===== src/rtl/he_pkg.sv =====
// he_pkg: shared sizing, types and state encoding for the ciphertext-multiply
// driver and its coefficient buffers.
//   DEGREE_N  : coefficients per polynomial (N), power of two
//   BIT_WIDTH : bits per coefficient (W)
// DEGREE_N and BIT_WIDTH must match the sizing used by the `functional` core.
package he_pkg;

    localparam int DEGREE_N  = 8;
    localparam int BIT_WIDTH = 16;

    localparam int POLY_W      = DEGREE_N * BIT_WIDTH;
    localparam int LOAD_BEATS  = 4 * DEGREE_N;
    localparam int DRAIN_BEATS = 2 * DEGREE_N;

    // Counter / index widths. Because N is a power of two, the upper bits of
    // a beat count select the polynomial and the lower bits the coefficient.
    localparam int IDX_W  = $clog2(DEGREE_N);
    localparam int CNT_W  = $clog2(LOAD_BEATS);
    localparam int DCNT_W = $clog2(DRAIN_BEATS);

    typedef logic [BIT_WIDTH-1:0] coef_t;
    typedef logic [POLY_W-1:0]    poly_t;

    typedef enum logic [1:0] {
        LOAD  = 2'd0,
        FIRE  = 2'd1,
        WAIT  = 2'd2,
        DRAIN = 2'd3
    } drv_state_e;

endpackage


===== src/rtl/he_poly_buf.sv =====
// he_poly_buf: N-entry coefficient buffer for one polynomial.
// Ports:
//   clk, rst        clock, asynchronous active-low reset (clears all entries)
//   wr_en/wr_idx/wr_data   single-coefficient write
//   ld_en/ld_data          whole-polynomial parallel load (wins over wr_en)
//   poly                   full packed contents, coefficient 0 in the LSBs
//   rd_idx/rd_data         indexed single-coefficient read (combinational)
module he_poly_buf
    import he_pkg::*;
(
    input  logic                     clk,
    input  logic                     rst,
    input  logic                     wr_en,
    input  logic [IDX_W-1:0]         wr_idx,
    input  logic [BIT_WIDTH-1:0]     wr_data,
    input  logic                     ld_en,
    input  logic [POLY_W-1:0]        ld_data,
    output logic [POLY_W-1:0]        poly,
    input  logic [IDX_W-1:0]         rd_idx,
    output logic [BIT_WIDTH-1:0]     rd_data
);

    // Held in flops rather than RAM: the whole polynomial must be visible
    // in parallel on poly at all times.
    coef_t mem_reg [DEGREE_N];

    for (genvar gi = 0; gi < DEGREE_N; gi++) begin : g_entry
        always_ff @(posedge clk or negedge rst) begin
            if (!rst) begin
                mem_reg[gi] <= '0;
            end else if (ld_en) begin
                mem_reg[gi] <= ld_data[gi*BIT_WIDTH +: BIT_WIDTH];
            end else if (wr_en && (wr_idx == IDX_W'(gi))) begin
                mem_reg[gi] <= wr_data;
            end
        end

        assign poly[gi*BIT_WIDTH +: BIT_WIDTH] = mem_reg[gi];
    end

    assign rd_data = mem_reg[rd_idx];

endmodule


===== src/rtl/he_mul_driver.sv =====
// he_mul_driver: initiator for the `functional` ciphertext-multiply core.
// Collects 4N input coefficients (ct00, ct01, ct10, ct11, coefficient 0
// first), pulses start_o for one cycle, waits for valid_i, captures both
// result polynomials and streams them out (res[0] then res[1]).
// Ports:
//   clk, rst                 clock, asynchronous active-low reset
//   cfg_t, cfg_q             moduli, sampled on the first input beat of a job
//   in_valid/in_ready/in_data      input coefficient stream
//   t_o, q_o                 latched moduli to the core
//   start_o                  one-cycle job start
//   ct00_o..ct11_o           packed input polynomials to the core
//   valid_i, res_i           core result handshake and polynomials
//   out_valid/out_ready/out_data/out_last   output coefficient stream
//   busy_o                   high whenever not in LOAD
module he_mul_driver
    import he_pkg::*;
(
    input  logic                     clk,
    input  logic                     rst,
    input  logic [BIT_WIDTH-1:0]     cfg_t,
    input  logic [BIT_WIDTH-1:0]     cfg_q,
    input  logic                     in_valid,
    output logic                     in_ready,
    input  logic [BIT_WIDTH-1:0]     in_data,
    output logic [BIT_WIDTH-1:0]     t_o,
    output logic [BIT_WIDTH-1:0]     q_o,
    output logic                     start_o,
    output logic [POLY_W-1:0]        ct00_o,
    output logic [POLY_W-1:0]        ct01_o,
    output logic [POLY_W-1:0]        ct10_o,
    output logic [POLY_W-1:0]        ct11_o,
    input  logic                     valid_i,
    input  logic [1:0][POLY_W-1:0]   res_i,
    output logic                     out_valid,
    input  logic                     out_ready,
    output logic [BIT_WIDTH-1:0]     out_data,
    output logic                     out_last,
    output logic                     busy_o
);

    drv_state_e          state_reg, state_next;
    logic [CNT_W-1:0]    beat_cnt_reg;
    logic [DCNT_W-1:0]   drain_cnt_reg;
    logic [DCNT_W-1:0]   drain_idx_next;
    logic                ready_en_reg;
    coef_t               t_reg, q_reg;
    coef_t               out_data_reg;

    logic                accept;
    logic                last_in;
    logic                out_fire;
    logic                last_out;
    logic                capture;

    poly_t               in_poly   [4];
    coef_t               in_rd_unused [4];
    poly_t               res_poly_unused [2];
    coef_t               res_rd    [2];

    assign accept   = in_valid && in_ready;
    assign last_in  = accept && (beat_cnt_reg == CNT_W'(LOAD_BEATS - 1));
    assign out_fire = out_valid && out_ready;
    assign last_out = out_fire && (drain_cnt_reg == DCNT_W'(DRAIN_BEATS - 1));
    assign capture  = (state_reg == WAIT) && valid_i;

    // ------------------------------------------------------------------
    // State register and next-state / output decode
    // ------------------------------------------------------------------
    always_ff @(posedge clk or negedge rst) begin
        if (!rst) begin
            state_reg <= LOAD;
        end else begin
            state_reg <= state_next;
        end
    end

    always_comb begin
        state_next = state_reg;
        in_ready   = 1'b0;
        start_o    = 1'b0;
        out_valid  = 1'b0;
        busy_o     = 1'b1;
        case (state_reg)
            LOAD: begin
                // ready_en_reg keeps in_ready low until the first clock
                // after reset release.
                in_ready = ready_en_reg;
                busy_o   = 1'b0;
                if (last_in) begin
                    state_next = FIRE;
                end
            end
            FIRE: begin
                start_o    = 1'b1;
                state_next = WAIT;
            end
            WAIT: begin
                if (valid_i) begin
                    state_next = DRAIN;
                end
            end
            DRAIN: begin
                out_valid = 1'b1;
                if (last_out) begin
                    state_next = LOAD;
                end
            end
            default: begin
                state_next = LOAD;
            end
        endcase
    end

    assign out_last = (state_reg == DRAIN) &&
                      (drain_cnt_reg == DCNT_W'(DRAIN_BEATS - 1));

    // ------------------------------------------------------------------
    // Counters, moduli, output register
    // ------------------------------------------------------------------
    always_ff @(posedge clk or negedge rst) begin
        if (!rst) begin
            ready_en_reg <= 1'b0;
        end else begin
            ready_en_reg <= 1'b1;
        end
    end

    always_ff @(posedge clk or negedge rst) begin
        if (!rst) begin
            beat_cnt_reg <= '0;
        end else if (state_reg != LOAD) begin
            beat_cnt_reg <= '0;
        end else if (last_in) begin
            beat_cnt_reg <= '0;
        end else if (accept) begin
            beat_cnt_reg <= beat_cnt_reg + 1'b1;
        end
    end

    always_ff @(posedge clk or negedge rst) begin
        if (!rst) begin
            t_reg <= '0;
            q_reg <= '0;
        end else if (accept && (beat_cnt_reg == '0)) begin
            t_reg <= cfg_t;
            q_reg <= cfg_q;
        end
    end

    // Output word for the beat after the current one: top bit picks the
    // result polynomial, low bits the coefficient.
    assign drain_idx_next = drain_cnt_reg + 1'b1;

    always_ff @(posedge clk or negedge rst) begin
        if (!rst) begin
            drain_cnt_reg <= '0;
            out_data_reg  <= '0;
        end else if (capture) begin
            // The result buffers load on this same edge, so the first word
            // is taken straight from the core bus.
            drain_cnt_reg <= '0;
            out_data_reg  <= res_i[0][BIT_WIDTH-1:0];
        end else if (last_out) begin
            drain_cnt_reg <= '0;
        end else if (out_fire) begin
            drain_cnt_reg <= drain_idx_next;
            out_data_reg  <= drain_idx_next[DCNT_W-1] ? res_rd[1] : res_rd[0];
        end
    end

    assign t_o      = t_reg;
    assign q_o      = q_reg;
    assign out_data = out_data_reg;

    // ------------------------------------------------------------------
    // Buffers: four input polynomials written beat by beat, two result
    // polynomials loaded in parallel on capture.
    // ------------------------------------------------------------------
    for (genvar gi = 0; gi < 4; gi++) begin : g_in_buf
        he_poly_buf u_in_buf (
            .clk     (clk),
            .rst     (rst),
            .wr_en   (accept && (beat_cnt_reg[CNT_W-1 -: 2] == 2'(gi))),
            .wr_idx  (beat_cnt_reg[IDX_W-1:0]),
            .wr_data (in_data),
            .ld_en   (1'b0),
            .ld_data ('0),
            .poly    (in_poly[gi]),
            .rd_idx  ('0),
            .rd_data (in_rd_unused[gi])
        );
    end

    for (genvar gi = 0; gi < 2; gi++) begin : g_res_buf
        he_poly_buf u_res_buf (
            .clk     (clk),
            .rst     (rst),
            .wr_en   (1'b0),
            .wr_idx  ('0),
            .wr_data ('0),
            .ld_en   (capture),
            .ld_data (res_i[gi]),
            .poly    (res_poly_unused[gi]),
            .rd_idx  (drain_idx_next[IDX_W-1:0]),
            .rd_data (res_rd[gi])
        );
    end

    assign ct00_o = in_poly[0];
    assign ct01_o = in_poly[1];
    assign ct10_o = in_poly[2];
    assign ct11_o = in_poly[3];

endmodule

===== config.mk =====
export PLATFORM = sky130hd
export DESIGN_NAME = he_mul_driver
export DESIGN_NICKNAME = d
export VERILOG_FILES = /design/src/rtl/he_pkg.sv /design/src/rtl/he_poly_buf.sv /design/src/rtl/he_mul_driver.sv
export SDC_FILE = /design/constraint.sdc
export NUM_CORES = 1
export LEC_CHECK = 0
export ABC_AREA = 1
export BUFFER_PORTS_ARGS = -buffer_cell sky130_fd_sc_hd__buf_2
export CAP_MARGIN = 20
export CORE_AREA = 4 4 339 341
export DETAILED_ROUTE_END_ITERATION = 16
export DIE_AREA = 0 0 343 345
export GPL_ROUTABILITY_DRIVEN = 0
export SLEW_MARGIN = 20
export SYNTH_ARGS = -nofsm -noshare
export SYNTH_HDL_FRONTEND = slang
export SYNTH_SLANG_ARGS = --single-unit

===== constraint.sdc =====
create_clock -name clk -period 3.04 [get_ports clk]
set_input_delay 0.608 -clock clk [delete_from_list [all_inputs] [get_ports clk]]
set_output_delay 0.608 -clock clk [all_outputs]
set_load 0.02 [all_outputs]

==> impl_metrics.py, run 1 <==
metrics = {
    "power_and_ir_drop": {
        "internal_power_w": 0.02344,
        "seq_power_share_pct": 38.5,
        "p_leak_nw": 22.22,
        "p_sw_w": 0.01309,
        "swShare_pct": 35.85,
        "p_comb_share_pct": 29.2,
        "max-vdd-ir-drop_v": 0.0005678,
        "power_frac_clock_pct": 32.3,
        "power.density_nw_per_um2": 855.7,
    },
    "yosys": {
        "synth_area_sq_um": 33040,
        "synthDistinctLibCells": 28,
        "synth_flop_cell": "dfrtp_1",
        "synth_fa_ha_area_share_pct": 0.4923,
        "synth_fp_nets": 3943,
        "ys_seq_area_share_pct": 62.71,
        "yosys_warnings": 0,
        "synth_edf_count": 0,
        "syn_area_per_cell_sq_um": 9.125,
        "synthCells": 3621,
        "synthMuxAreaShare_pct": 1.091,
        "ys_ff_latch": 828,
        "synth_xor_xnor_area_share_pct": 0.1287,
        "synth_top_family_by_area": "simple AND/OR/NAND/NOR gates",
        "synth-compound-area-share_pct": 12.32,
        "ys_top_cells_by_count": "1105 x nand2_1, 828 x dfrtp_1, 766 x o21ai_0",
        "synth.top_cell.area_share_pct": 62.71,
        "yosys.area_share.simple_pct": 16.68,
        "synth.largest_area_cell": "dfrtp_1",
        "synth.most_common_cell": "nand2_1",
        "synthArstFlopShare_pct": 100.0,
        "synthTopCellsByArea": "dfrtp_1 63%, nand2_1 13%, o21ai_0 12%",
    },
    "global_routing": {
        "overflow": 0,
        "grt_antenna_before_repair": 20,
        "grt_max_degree": 132,
        "grt_pass1_vias": 28400,
        "grt_pass1_wl_microns": 198000,
        "grt_use_total_pct": 22.47,
    },
    "sta": {
        "worst_clock_skew_ns": 0.04180,
        "max_freq_mhz": 401.6,
        "rsz0062_at_grt": "no",
        "max-slew-margin-rel_pct": 42.98,
        "worst_pin_slew_ns": 0.8533,
        "fin_crit_sh_pct": 81.90,
        "period_needed_ns": 2.490,
        "final_max_slew_viol_count": 0,
        "setup_tns_ns": 0,
        "finalHoldViolations": 0,
        "setup_viol": 0,
        "hold_ws_ns": 0.1294,
    },
    "clocking": {
        "clkLatencyLatePin_ns": 0.69,
        "ctsResizeCount": 0,
        "cts_root_buf": "clkbuf_16",
        "clock-sinks": 828,
        "htreeDepth": 3,
        "cts.clk_slew.worst_paths_ns": 0.06,
        "clockBufferDepth": 3,
        "cts_tree": "built",
        "post-cts-setup-buffers": 0,
        "cts_made_buffers": 93,
    },
    "cells_and_area": {
        "layout-drive-gt1-share_pct": 26.61,
        "finish.utilization_pct": 38.16,
        "area_growth_pct": 29.21,
        "nets": 4768,
        "stdcell_area_sq_um": 42690,
        "largest_register_ff_count": 512,
    },
    "detailed_routing": {
        "drcViolationCount": 0,
        "wl_microns": 136500,
        "antenna_left": 0,
        "highest_layer": "met5",
        "wl_met1_microns": 52510,
        "drt_iter0_drc": 2512,
        "wl_met3_microns": 13400,
        "first_pass_iters": 5,
        "num_vias": 28870,
        "wl_per_cell_microns": 22.64,
        "wl_met2_microns": 64280,
        "vias_per_cell": 4.788,
    },
    "setup_path": {
        "required_ns": 2.43,
        "cp_max_fo": 4,
        "arrival_ns": 1.88,
        "critPathKind": "reg -> out",
        "critPathMaxStageDelay_ns": 0.46,
        "cp_slowest_cell": "dfrtp_4",
        "endpoint_kind": "primary output",
        "critical-path-top-delay-family": "flip-flops",
        "start_kind": "flop",
        "cp_cell_sequence": "ha_2, nand3_1, nor2_1, buf_2",
        "timing.critical_path.buf_inv": 1,
    },
    "floorplan": {
        "row_count": 123,
        "core_area_sq_um": 111900,
        "dieArea_sq_um": 118300,
        "die_w_microns": 343,
        "die_h_microns": 345,
        "initial_utilization_pct": 29.53,
        "io_pins": 874,
    },
    "placed_design": {
        "io_buffers": 873,
        "placed_area_sq_um": 39420,
        "hpwlAfterDp_microns": 99010,
    },
    "job": {
        "max_cap_violations": 0,
    },
    "outcome": {
        "status": "finished clean",
    },
    "hold_path": {
        "hold_path_class": "in -> reg",
    },
}
-- kinds of logic (layout without fill, tap and decap cells) --
family,after synthesis,in the layout
simple gates,1373,1373
xor+xnor,4,4
buf+inv,558,1461
compound gates,812,812
fa+ha+maj,13,13
flops,828,828
mux,32,32
other cells,1,7
-- worst paths after layout --
kind	depth (start not counted)	startpoint	slack, ns	endpoint
setup / recovery	4	drain_cnt_reg[0]	0.55	out_last
hold / removal	3	res_i[204]	0.13	g_res_buf[1].u_res_buf.poly[76]
setup reg to reg	8	state_reg[1]	0.73	g_in_buf[3].u_in_buf.poly[70]
hold reg to reg	2	g_in_buf[3].u_in_buf.poly[12]	0.48	g_in_buf[3].u_in_buf.poly[12]
max in group asynchronous	3	rst	1.51	g_in_buf[0].u_in_buf.poly[7]
min in group asynchronous	2	rst	0.54	g_res_buf[0].u_res_buf.poly[45]
-- metrics by stage --
| stage | total power, W | instances | setup WS [ns] |
|---|---|---|---|
| final | 0.03653 | 6030 | 0.5501 |
| after global routing | 0.03850 | 6026 | 0.3983 |
| after CTS | 0.03671 | 6024 | 0.4467 |
| after detailed placement | 0.02483 | 5850 | 0.6912 |
| after global placement | 0.02463 | 5850 | 0.8060 |
| after floorplan | 0.02055 | 3621 | 1.077 |
-- worst min-delay path: cells and delay by family --
family,cells,cell delay [ns]
compound gates,1,0.06
buf+inv,1,0.08
simple gates,1,0.04
-- power groups by stage --
stage               Combinational [W]  Clock (W)  Sequential, W
finish                         0.0107     0.0118         0.0141
CTS                            0.0107     0.0120         0.0140
detailed placement             0.0106          0         0.0142
floorplan                     0.00590          0         0.0146
global placement               0.0105          0         0.0142
global route                   0.0118     0.0125         0.0142
-- per-layer routing --
layer	global-route usage [%]	vias to the layer above
met4	9.948	6
met3	5.981	260
li1	-	13190
met1	27.91	14010
met5	0	-
met2	36.74	1401
-- layout by cell type, fill, tap and decap left out, drive strengths merged --
| cell | netlist | routed |
|---|---|---|
| diode | 0 | 6 |
| nor2 | 33 | 33 |
| clkinvlp | 0 | 3 |
| buf | 70 | 989 |
| nor3 | 5 | 5 |
| clkbuf | 190 | 134 |
| clkinv | 1 | 27 |
| nand3 | 228 | 228 |
| xor2 | 3 | 3 |
| o32ai | 1 | 1 |
| conb | 1 | 1 |
| dlygate4sd3 | 0 | 1 |
| o22ai | 1 | 1 |
| a31oi | 1 | 1 |
| inv | 297 | 299 |
| nand2 | 1107 | 1107 |
| xnor2 | 1 | 1 |
| dfrtp | 828 | 828 |
| a21oi | 35 | 35 |
| mux2 | 32 | 32 |
| ha | 13 | 13 |
| bufinv | 0 | 8 |
| o21ai | 774 | 774 |
-- timing repair --
action                     4_1_cts  5_1_grt
setup endpoints to repair        0        0
hold endpoints to repair        38        0
hold buffers                     1        0
-- area by class of cell --
cell class	instances	area [sq um]
Fill cell	11330	69190
Sequential cell	828	20720
Multi-Input combinational cell	2235	10170
Timing Repair Buffer	990	5535
Clock buffer	134	2691
Tap cell	1500	1877
Inverter	298	1129
Clock inverter	39	555.5
Antenna cell	6	15.01
No activity file was read; power rests on OpenSTA's default activity.
==> inputs of run 2 (changes only) <==
--- a/config.mk
+++ b/config.mk
@@ -8,9 +8,9 @@
 export ABC_AREA = 1
 export BUFFER_PORTS_ARGS = -buffer_cell sky130_fd_sc_hd__buf_2
 export CAP_MARGIN = 20
-export CORE_AREA = 4 4 339 341
+export CORE_AREA = 4 4 338 340
 export DETAILED_ROUTE_END_ITERATION = 16
-export DIE_AREA = 0 0 343 345
+export DIE_AREA = 0 0 342 344
 export GPL_ROUTABILITY_DRIVEN = 0
 export SLEW_MARGIN = 20
 export SYNTH_ARGS = -nofsm -noshare
==> constraint.sdc (replaced) <==
create_clock -name clk -period 2.2 [get_ports clk]
set_input_delay 0.44 -clock clk [delete_from_list [all_inputs] [get_ports clk]]
set_output_delay 0.44 -clock clk [all_outputs]
set_load 0.02 [all_outputs]
==> run 2 against run 1 <==
Against the previous run: final cell count increased by 4.3%; routed wire length decreased by 0.99%; worst setup slack got worse by 0.48 ns; sequential power increased by 38%; clock-buffer cell count decreased by 15; sequential share of layout area decreased by 3.3 points; die area decreased by 0.58%; non-clock buffer count increased by 262; cell area increased by 7.2%; highest routed layer unchanged.
==> impl_metrics.py, run 2 (same netlist as run 1, synthesis figures left out) <==
metrics = {
    "setup_path": {
        "cp_cell_sequence": "buf_6, ha_4, inv_4, nor2_4, buf_6",
        "required_ns": 1.76,
        "endpoint_kind": "primary output",
        "timing.critical_path.buf_inv": 3,
        "crit_top_cell": "buf_6",
        "critPathMaxStageDelay_ns": 0.37,
        "arrival_ns": 1.69,
        "critPathKind": "reg -> out",
        "start_kind": "flop",
        "cp_max_fo": 2,
        "cp_slowest_cell": "dfrtp_1",
        "critical-path-top-delay-family": "flip-flops",
    },
    "clocking": {
        "clock-sinks": 828,
        "clockBufferDepth": 3,
        "cts_tree": "built",
        "htreeDepth": 3,
        "cts_root_buf": "clkbuf_16",
        "clkLatencyLatePin_ns": 0.66,
        "cts_made_buffers": 91,
        "cts.clk_slew.worst_paths_ns": 0.07,
    },
    "global_routing": {
        "grt_use_total_pct": 22.21,
        "met2_usage_pct": 36.09,
        "overflow": 0,
        "grt_antenna_before_repair": 12,
        "grt_pass1_wl_microns": 196400,
        "grt_pass1_vias": 29650,
        "gr-usage-met1_pct": 27.57,
        "grt_max_degree": 90,
        "use_met3_pct": 5.976,
        "grt-busiest-layer": "met2",
    },
    "detailed_routing": {
        "antenna_left": 0,
        "drt_iter0_drc": 2435,
        "vias_per_cell": 4.718,
        "num_vias": 29670,
        "drcViolationCount": 0,
        "first_pass_iters": 6,
        "wl_per_cell_microns": 21.49,
        "wl_microns": 135200,
    },
    "floorplan": {
        "die_h_microns": 344,
        "dieArea_sq_um": 117600,
        "die_w_microns": 342,
        "initial_utilization_pct": 29.61,
        "core_area_sq_um": 111600,
        "io_pins": 874,
        "row_count": 123,
    },
    "placed_design": {
        "dp_slack_ns": 0.05417,
        "io_buffers": 873,
        "hpwlAfterDp_microns": 95580,
    },
    "sta": {
        "setup_tns_ns": 0,
        "max_freq_mhz": 470.2,
        "worst_pin_slew_ns": 0.5626,
        "worst_clock_skew_ns": 0.04007,
        "max-slew-margin-rel_pct": 62.49,
        "fin_ws_ns": 0.07322,
        "period_needed_ns": 2.127,
        "final_max_slew_viol_count": 0,
        "rsz0062_at_grt": "yes",
        "hold_ws_ns": 0.04696,
        "finalHoldViolations": 0,
        "fin_crit_sh_pct": 96.67,
        "setup_viol": 0,
    },
    "cells_and_area": {
        "largest_register_ff_count": 512,
        "nets": 5028,
        "layout-drive-gt1-share_pct": 25.77,
        "area_growth_pct": 38.55,
        "mostFrequentLayoutCell": "nand2_1",
        "layout_common_cells": "1104 x nand2_1, 867 x buf_2, 826 x dfrtp_1",
        "finish.utilization_pct": 41.03,
    },
    "job": {
        "max_cap_violations": 0,
    },
    "power_and_ir_drop": {
        "power.density_nw_per_um2": 1137,
        "max-vdd-ir-drop_v": 0.0007014,
        "total_power_w": 0.05206,
        "p_leak_nw": 23.50,
    },
    "hold_path": {
        "hold_path_class": "in -> reg",
    },
    "outcome": {
        "status": "finished clean",
    },
}
-- run 2: layout make-up --
| type | count | area (sq um) |
|---|---|---|
| tap | 1500 | 1877 |
| timing repair buffer | 1252 | 8537 |
| inverter | 298 | 1136 |
| clock inverter | 48 | 705.7 |
| sequential | 828 | 20720 |
| multi-input combinational | 2235 | 10230 |
| antenna | 10 | 25.02 |
| clock buffer | 119 | 2542 |
| fill | 10850 | 65800 |
-- run 2: through the flow --
step | cell area, sq um | std cells
after global placement | 39960 | 5870
after CTS | 45700 | 6279
after global routing | 45760 | 6283
after detailed placement | 39960 | 5870
final | 45780 | 6290
after floorplan | 33040 | 3621
-- run 2: timing repair --
item,CTS,global route
buffers inserted,6,1
setup endpoints to repair,4,29
hold buffers,237,0
hold endpoints to repair,288,0
gates resized for setup,22,12
pin swaps,1,3
-- run 2: final timing paths --
| check | slack, ns | startpoint | cells past startpoint | to |
|---|---|---|---|---|
| max in group asynchronous | 1.11 | rst | 3 | g_in_buf[0].u_in_buf.poly[58] |
| min in group asynchronous | 0.26 | rst | 2 | g_res_buf[0].u_res_buf.poly[70] |
| worst max register to register | 0.14 | state_reg[1] | 9 | q_o[9] |
| worst max-delay path | 0.07 | state_reg[0] | 5 | out_last |
| worst min-delay path | 0.05 | res_i[49] | 3 | g_res_buf[0].u_res_buf.poly[49] |
| worst min register to register | 0.48 | g_in_buf[2].u_in_buf.poly[92] | 2 | g_in_buf[2].u_in_buf.poly[92] |
-- run 2: report_power, final --
| part | switching, W | internal, W | leakage [nW] |
|---|---|---|---|
| sequential | 0.00118 | 0.0183 | 11.0 |
| combinational | 0.0107 | 0.00540 | 10.9 |
| clock | 0.00674 | 0.00978 | 1.59 |
| total | 0.0186 | 0.0335 | 23.5 |
-- run 2: worst register-to-register path, delay by kind of cell (launching register included) --
family,cells,cell delay [ns]
and+or+nand+nor,4,0.51
DFF,1,0.43
muxes,1,0.42
buffers and inverters,3,0.37
adders and majority gates,1,0.19
-- run 2: metal layers --
| layer | share of wire [%] | up-vias |
|---|---|---|
| met5 | 0.0096 | - |
| met4 | 5.3 | 2 |
| met3 | 8.8 | 306 |
| met2 | 47 | 1298 |
| met1 | 39 | 14340 |
| li1 | - | 13730 |
